===== config.mk =====
export PLATFORM = sky130hd
export DESIGN_NAME = caravel_gpio_bitbang_ctrl
export DESIGN_NICKNAME = d
export VERILOG_FILES = /design/src/rtl/caravel_gpio_bitbang_ctrl.sv
export SDC_FILE = /design/constraint.sdc
export NUM_CORES = 1
export LEC_CHECK = 0
export BUFFER_PORTS_ARGS = -buffer_cell sky130_fd_sc_hd__clkbuf_2
export CAP_MARGIN = 40
export CORE_UTILIZATION = 69
export CTS_BUF_LIST = sky130_fd_sc_hd__clkbuf_4 sky130_fd_sc_hd__clkbuf_8
export CTS_CLUSTER_SIZE = 20
export DETAILED_ROUTE_END_ITERATION = 10
export HOLD_SLACK_MARGIN = 0.06
export PLACE_DENSITY = 0.88
export SYNTH_ARGS = -nofsm -noshare
export SYNTH_HDL_FRONTEND = slang
export SYNTH_SLANG_ARGS = --single-unit

===== constraint.sdc =====
create_clock -name clock -period 4.6 [get_ports clock]
set_clock_uncertainty 0.05 [all_clocks]
set_input_delay 0 -clock clock [delete_from_list [all_inputs] [get_ports clock]]
set_output_delay 0 -clock clock [all_outputs]
set_load 0.02 [all_outputs]

===== src/rtl/caravel_gpio_bitbang_ctrl.sv =====
// caravel_gpio_bitbang_ctrl: SPI-programmed bit-bang / automatic loader for the GPIO pad-control serial chains.
module caravel_gpio_bitbang_ctrl #(
  parameter int CFG_BITS = 13,
  parameter int NUM_BLOCKS = 19,
  parameter logic [CFG_BITS-1:0] DEFAULT_CFG = 'h1809,
  parameter int CLK_DIV = 2
) (
  input  logic clock,
  input  logic resetb,
  input  logic spi_csb,
  input  logic spi_sck,
  input  logic spi_sdi,
  output logic spi_sdo,
  output logic spi_sdo_oe,
  output logic serial_clock,
  output logic serial_load,
  output logic serial_resetn,
  output logic serial_data_1,
  output logic serial_data_2,
  output logic xfer_busy
);
  localparam int DW = $clog2(2*CLK_DIV+1);
  localparam int BW = $clog2(CFG_BITS);
  localparam int KW = $clog2(NUM_BLOCKS);
  typedef enum logic [1:0] {P_CMD, P_ADDR, P_DATA, P_IGN} phase_t;
  typedef enum logic [2:0] {IDLE, SETUP, CLK_HI, CLK_LO, LOAD} state_t;
  logic [1:0] csb_s, sdi_s;
  logic [2:0] sck_s;
  logic csb, sdi, sck_rise, sck_fall;
  phase_t phase;
  logic rd_mode;
  logic [2:0] bit_cnt;
  logic [6:0] sr;
  logic [7:0] addr, rd_sr, byte_in, rd_sel, rd_val;
  logic byte_done, wr_ctrl, start;
  logic [6:1] ctrl;
  logic bitbang;
  state_t state, state_nx;
  logic [DW-1:0] div_cnt, div_nx;
  logic [BW-1:0] bit_pos, bit_nx;
  logic [KW-1:0] blk, blk_nx;
  logic div_end, last_bit, fsm_data;
  always_ff @(posedge clock or negedge resetb)
    if (!resetb) begin
      csb_s <= 2'b11;
      sck_s <= '0;
      sdi_s <= '0;
    end else begin
      csb_s <= {csb_s[0], spi_csb};
      sck_s <= {sck_s[1:0], spi_sck};
      sdi_s <= {sdi_s[0], spi_sdi};
    end
  assign csb = csb_s[1];
  assign sdi = sdi_s[1];
  assign sck_rise = sck_s[1] & ~sck_s[2];
  assign sck_fall = ~sck_s[1] & sck_s[2];
  assign byte_in = {sr, sdi};
  assign byte_done = ~csb & sck_rise & (bit_cnt == 3'd7);
  assign wr_ctrl = byte_done & (phase == P_DATA) & ~rd_mode & (addr == 8'h13);
  assign start = wr_ctrl & byte_in[0] & ~byte_in[1];
  assign bitbang = ctrl[1];
  // The first read byte comes from the address just received; later ones from the next address.
  assign rd_sel = (phase == P_ADDR) ? byte_in : addr + 8'd1;
  assign rd_val = (rd_sel == 8'h13) ? {1'b0, ctrl, xfer_busy} : 8'h00;
  always_ff @(posedge clock or negedge resetb)
    if (!resetb) begin
      phase <= P_CMD;
      rd_mode <= 1'b0;
      bit_cnt <= '0;
      sr <= '0;
      addr <= '0;
      rd_sr <= '0;
      spi_sdo <= 1'b0;
      spi_sdo_oe <= 1'b0;
    end else if (csb) begin
      phase <= P_CMD;
      bit_cnt <= '0;
      spi_sdo <= 1'b0;
      spi_sdo_oe <= 1'b0;
    end else begin
      if (sck_rise) begin
        sr <= byte_in[6:0];
        bit_cnt <= bit_cnt + 3'd1;
        if (bit_cnt == 3'd7) begin
          if (phase == P_CMD) begin
            rd_mode <= byte_in == 8'h40;
            phase <= (byte_in == 8'h80 || byte_in == 8'h40) ? P_ADDR : P_IGN;
          end else if (phase == P_ADDR) begin
            addr <= byte_in;
            phase <= P_DATA;
            rd_sr <= rd_val;
          end else if (phase == P_DATA) begin
            addr <= addr + 8'd1;
            rd_sr <= rd_val;
          end
        end
      end
      if (sck_fall && phase == P_DATA && rd_mode) begin
        spi_sdo <= rd_sr[7];
        rd_sr <= {rd_sr[6:0], 1'b0};
        spi_sdo_oe <= 1'b1;
      end
    end
  always_ff @(posedge clock or negedge resetb)
    if (!resetb) ctrl <= '0;
    else if (wr_ctrl) ctrl <= byte_in[6:1];
  assign div_end = div_cnt == ((state == LOAD) ? DW'(2*CLK_DIV-1) : DW'(CLK_DIV-1));
  assign last_bit = (bit_pos == '0) && (blk == KW'(NUM_BLOCKS-1));
  always_ff @(posedge clock or negedge resetb)
    if (!resetb) begin
      state <= IDLE;
      div_cnt <= '0;
      bit_pos <= '0;
      blk <= '0;
    end else begin
      state <= state_nx;
      div_cnt <= div_nx;
      bit_pos <= bit_nx;
      blk <= blk_nx;
    end
  always_comb begin
    state_nx = state;
    div_nx = div_end ? '0 : div_cnt + 1'b1;
    bit_nx = bit_pos;
    blk_nx = blk;
    if (state == IDLE) begin
      div_nx = '0;
      if (start) begin
        state_nx = SETUP;
        bit_nx = BW'(CFG_BITS-1);
        blk_nx = '0;
      end
    end else if (bitbang) begin
      state_nx = IDLE;
      div_nx = '0;
    end else if (div_end) begin
      if (state == SETUP || state == CLK_LO) state_nx = CLK_HI;
      else if (state == LOAD) state_nx = IDLE;
      else if (last_bit) state_nx = LOAD;
      else begin
        state_nx = CLK_LO;
        bit_nx = (bit_pos == '0) ? BW'(CFG_BITS-1) : bit_pos - 1'b1;
        blk_nx = (bit_pos == '0) ? blk + 1'b1 : blk;
      end
    end
  end
  assign fsm_data = (state == SETUP || state == CLK_HI || state == CLK_LO) & DEFAULT_CFG[bit_pos];
  assign xfer_busy = state != IDLE;
  always_comb begin
    serial_resetn = bitbang ? ctrl[2] : 1'b1;
    serial_load = bitbang ? ctrl[3] : state == LOAD;
    serial_clock = bitbang ? ctrl[4] : state == CLK_HI;
    serial_data_1 = bitbang ? ctrl[5] : fsm_data;
    serial_data_2 = bitbang ? ctrl[6] : fsm_data;
  end
endmodule


=== After elaboration in Yosys (flattened, before gate mapping) ===
Memory sizes are Yosys's and may differ from the RTL's.
Cells that the tools add are included.

* Bits in registers: 59
* ROM bits: 16
* Bits of input ports: 5
* Memories: 1

* Add/sub/neg operators: 5
* $lt $le $gt $ge: 1
* Equality and inequality tests: 19
* Mux-type cells: 55
* Bitwise logic cells: 16
* Reduce and logical (&&, ||, !) cells: 30

{| class="wikitable"
|+ Memories
! memory !! words !! width !! read ports !! clocked after memory_dff !! write ports !! line !! text
|-
| (name not given) || 16 || 1 || 1 || 0 || 0 || 147 || <nowiki>assign fsm_data = (state == SETUP || state == CLK_HI || state == CLK_LO) & DEFAULT_CFG[bit_pos];</nowiki>
|}

{| class="wikitable"
|+ Operators by type and width
! operator !! count
|-
| $mux W8 || 9
|-
| $mux W5 || 8
|-
| $mux W3 || 12
|-
| $mux W4 || 8
|-
| $eq A8 B5 Y1 const B || 2
|-
| $reduce_bool A2 Y1 || 8
|-
| $mux W2 || 7
|-
| $reduce_bool A3 Y1 || 4
|-
| $and A1 B1 Y1 || 10
|-
| $mux W1 || 10
|-
| $reduce_and A5 Y1 || 2
|-
| $add A8 B1 Y8 const B || 1
|-
| $eq A8 B7 Y1 const B || 1
|-
| $eq A8 B8 Y1 const B || 1
|-
| $mux W7 || 1
|-
| $reduce_and A7 Y1 || 1
|-
| $add A3 B1 Y3 const B || 2
|-
| $eq A3 B2 Y1 const B || 2
|-
| $eq A3 B3 Y1 const B || 2
|-
| $ne A2 B1 Y1 const B || 3
|-
| $ne A2 B2 Y1 const B || 3
|-
| $not A1 Y1 || 6
|-
| $reduce_and A6 Y1 || 1
|-
| $add A5 B1 Y5 const B || 1
|-
| 15 further kinds || 21
|}

=== Logic depth before layout (Yosys ltp) ===
* Word-level depth: 11
* Depth in mapped cells: 9
* Depth with buffers taken out: 7

=== Worst setup path after synthesis ===
OpenSTA, ideal clock, no wires.

* Path kind: register to register
* From: register bit_cnt[0]
* To: register bit_pos[0]
* Arrival: 2073 ps
* Required time: 4425 ps
* Slack: 2351 ps
* Stages on the path, launching flop included: 8
* Buffers on the path: 0
* Path through: dfrtp_1 ha_1 ha_1 or4bb_4 nor4_4 o21bai_2 or2_4 mux2_4

* Longest elaborated chain between the ends: 9

{| class="wikitable"
|+ RTL lines
! item !! line !! text
|-
| start: declaration || 32 || <nowiki>logic [2:0] bit_cnt;</nowiki>
|-
| start signal: assignment || 83 || <nowiki>bit_cnt <= bit_cnt + 3'd1;</nowiki>
|-
| $eq A3 B3 Y1 || 58 || <nowiki>assign byte_done = ~csb & sck_rise & (bit_cnt == 3'd7);</nowiki>
|-
| $and A1 B1 Y1 || 58 ||
|-
| $and A1 B1 Y1 (3 in series) || 59 || <nowiki>assign wr_ctrl = byte_done & (phase == P_DATA) & ~rd_mode & (addr == 8'h13);</nowiki>
|-
| $and A1 B1 Y1 (2 in series) || 60 || <nowiki>assign start = wr_ctrl & byte_in[0] & ~byte_in[1];</nowiki>
|-
| $ne A2 B2 Y1 (no line) || -- ||
|-
| $reduce_and A6 Y1 (no line) || -- ||
|-
| end signal: assignment || 118 || <nowiki>bit_pos <= bit_nx;</nowiki>
|-
| end: declaration || 40 || <nowiki>logic [BW-1:0] bit_pos, bit_nx;</nowiki>
|}

Every way passes these cells.
A chain may end at the register's enable or synchronous reset.

=== Worst setup path after layout ===
* From: register bit_cnt[0]
* To: register blk[1]

* Longest elaborated chain between the ends: 9

{| class="wikitable"
|+ RTL lines
! item !! line !! text
|-
| $eq A3 B3 Y1 || 58 ||
|-
| $and A1 B1 Y1 || 58 ||
|-
| $and A1 B1 Y1 (3 in series) || 59 ||
|-
| $and A1 B1 Y1 (2 in series) || 60 ||
|-
| $ne A2 B2 Y1 (no line) || -- ||
|-
| $reduce_and A7 Y1 (no line) || -- ||
|-
| end signal: assignment || 119 || <nowiki>blk <= blk_nx;</nowiki>
|-
| end: declaration || 41 || <nowiki>logic [KW-1:0] blk, blk_nx;</nowiki>
|}

Every way passes these cells.

==> results.md <==
- Run status: complete, no violations
- Slowest cell on crit path: nor4_2
- Setup bufs post-CTS: 0
- Cells after Synth: 327
- Syn_nets: 344
- Leading area contributor after synthesis: dfrtp_1
- Final net count: 357
- Skew-Pair Late Insertion Delay: 0.33 ns
- First-pass DRT Iterations: 5
- Initial Util: 0.726
- Crit-path cells: ha_1, ha_1, or4bb_4, nor4_2, nand3_1, nand3_1, o21ai_0
- Fin crit share: 0.581
- Post-DP HPWL: 4.19 mm
- GRT Overall Usage: 0.286
- WP data arrival: 2.84 ns
- Grt total ovfl: 0
- Core area: 4380 um2
- 1st-iter DRT viols: 192
- Remaining DRCs: 0
- Layout cell share with drive strength beyond 1: 0.152
- CTS tree: done
- DR vias: 2487
- CTS Buffer Depth: 2
- Gpl congestion: 0.871
- Synth Flop Type: dfrtp_1
- Fin. max-slew vios: 0
- Final hold vios: 0
- YS warnings: 0
- CTS sink cnt: 59
- Die Wd: 69.9 um
- FF+latch count, synth: 59
- Io pins: 13
- Minimum clock period: 2.67 ns
- Post-CTS sizing: 0
- Pwr dens: 336 nW/um2
- Slew margin rel.: 0.396
- Crit-path max FO: 14
- Top-count cell post-synth: dfrtp_1
- CP Launch Type: flip-flop
- Wire length per cell: 15.8 um
- Crit-path max cell delay: 0.77 ns
- Antenna-violating nets left: 0
- Final setup viols: 0
- Vias per cell: 6.30
- Worst r2r path cells: 7
- Critical path capture point type: flip-flop
- Hold Path Class: input pin to flip-flop
- Placed Area: 3250 um2
- Slack of the critical path: 1.93 ns
- First-pass GRT wire length: 10.9 mm
- Max-Cap Viols: 0
- Dominant cells by area after synthesis: dfrtp_1, o21ai_0, ha_1
- Peak supply drop: 0.000276 V
- Hold_buf cts: 4
- Post-Syn Area: 3180 um2
- Die Height: 69.9 um
- CTS Buf Count: 9
- Fmax: 374 MHz
- WP data required: 4.76 ns
- Initial antenna violation count: 0
- Antenna cell count: 0
- Final non-filler cell area: 3510 um2
- CTS HTree Levels: 3
- Largest net degree at the start of global routing: 60
- Vias in the first global route: 2428
- Most frequent cells after synthesis: dfrtp_1, nand2_1, o21ai_0
- Number of synthesized flops with an enable pin: 0
- Mapped Avg Cell Area: 9.74 um2
- Place WS: 1.94 ns
- Drt total wl: 6.26 mm
- Fraction of registers with async set or reset after synthesis: 1.00
- Distinct cell type count of the synthesized netlist: 63
- Leakage: 1.53 nW
- Port Buf Inserts: 12
- Area Overhead vs Synth: 10.3%
- Die ar.: 4890 um2
- Unrepaired setup endpoints after global routing: false
- Hold Path Cell Cnt: 2
- Sequential area share after synthesis: 0.464
- Synth top area share: 0.448
- Slew @ Worst Pin: 0.899 ns
- Cell Rows: 24
- Final Util: 0.801
- Reg clk slew, reported paths: 0.07 ns
- CP Class: flip-flop to flip-flop
- Setup tns final: 0 ns
- CTS root buf: clkbuf_8
==> placed cells by master (no fill, tap or decap), types with 3 or more instances in the layout <==
master	synthesis	final
nor3_1	8	8
nor2b_1	4	4
a21oi_1	7	7
nor3b_1	3	3
or3_1	3	3
nand2b_1	5	5
clkbuf_2	0	12
ha_1	12	12
nor2_1	21	21
mux2i_1	5	5
o21ai_0	35	35
inv_1	20	20
dlygate4sd3_1	0	4
nand3_1	12	12
dfrtp_1	57	57
a211oi_1	4	4
nand2_1	38	38
mux2_2	7	7
a31oi_1	5	5
xor2_1	7	7
a2111oi_0	3	3
nor4_1	3	3
o21a_1	3	3
clkbuf_8	0	11
o31ai_1	4	4
==> sequential cells by signal (all words and copies together) (netlist names) <==
name        count
sdi_s           2
state           3
sr              7
bit_cnt         3
csb_s           2
sck_s           3
addr            8
spi_sdo_oe      1
rd_sr           8
spi_sdo         1
blk             5
phase           2
div_cnt         3
ctrl            6
rd_mode         1
bit_pos         4
==> kinds of logic (layout without fill, tap and decap cells) <==
logic type                 Yosys count  count (layout)  synth area share
buffers and inverters               35              51            0.0440
muxes                               13              13            0.0452
DFF                                 59              59             0.464
AOI/OAI and AO/OA                   80              80             0.170
xor gates and xnor gates             8               8            0.0220
adders and majority gates           12              12            0.0472
and+or+nand+nor                    120             120             0.207
==> cell type report <==
type,count,area [um2]
sequential,59,1480
multi-input combinational,233,1570
fill,251,873
clock buffer,12,159
timing repair buffer,17,108
clock inverter,2,60.1
tap,52,65.1
inverter,20,75.1
==> worst paths after layout <==
path	endpoint	slack, ns	startpoint
worst max-delay path	blk[1]	1.93	bit_cnt[0]
max in group asynchronous	addr[1]	3.73	resetb
min in group asynchronous	div_cnt[1]	0.28	resetb
worst min-delay path	csb_s[0]	0.26	spi_csb
worst min register to register	sdi_s[1]	0.31	sdi_s[0]
worst max register to register	blk[1]	1.93	bit_cnt[0]
==> layer usage <==
metal	share of wire	vias to the layer above	global-route usage	wire length, um
met5	0	-	0	0
met4	0.021	0	0.140	131
met3	0.050	13	0.0462	311
met2	0.49	76	0.465	3100
met1	0.43	1205	0.375	2720
li1	-	1193	-	-
==> per-stage QoR <==
step                      std cells  hold slack [ns]  total power [mW]
after global routing            395            0.253              1.22
after CTS                       395            0.255              1.18
after floorplan                 327           -0.346             0.623
after detailed placement        377           0.0397             0.660
after global placement          377           0.0383             0.655
final                           395            0.259              1.18
==> critical path: cells and delay by family, from the launching register on <==
kind,cells,cell delay (ns)
DFF,1,0.37
AOI/OAI and AO/OA,1,0.08
adders and majority gates,2,0.31
and+or+nand+nor,4,1.74
==> power breakdown <==
part / internal (mW) / total, mW / switching (mW)
Sequential: 0.547 / 0.594 / 0.0476
Combinational: 0.0330 / 0.0590 / 0.0260
Clock: 0.335 / 0.526 / 0.191
Power figures use the tool's default switching activity.
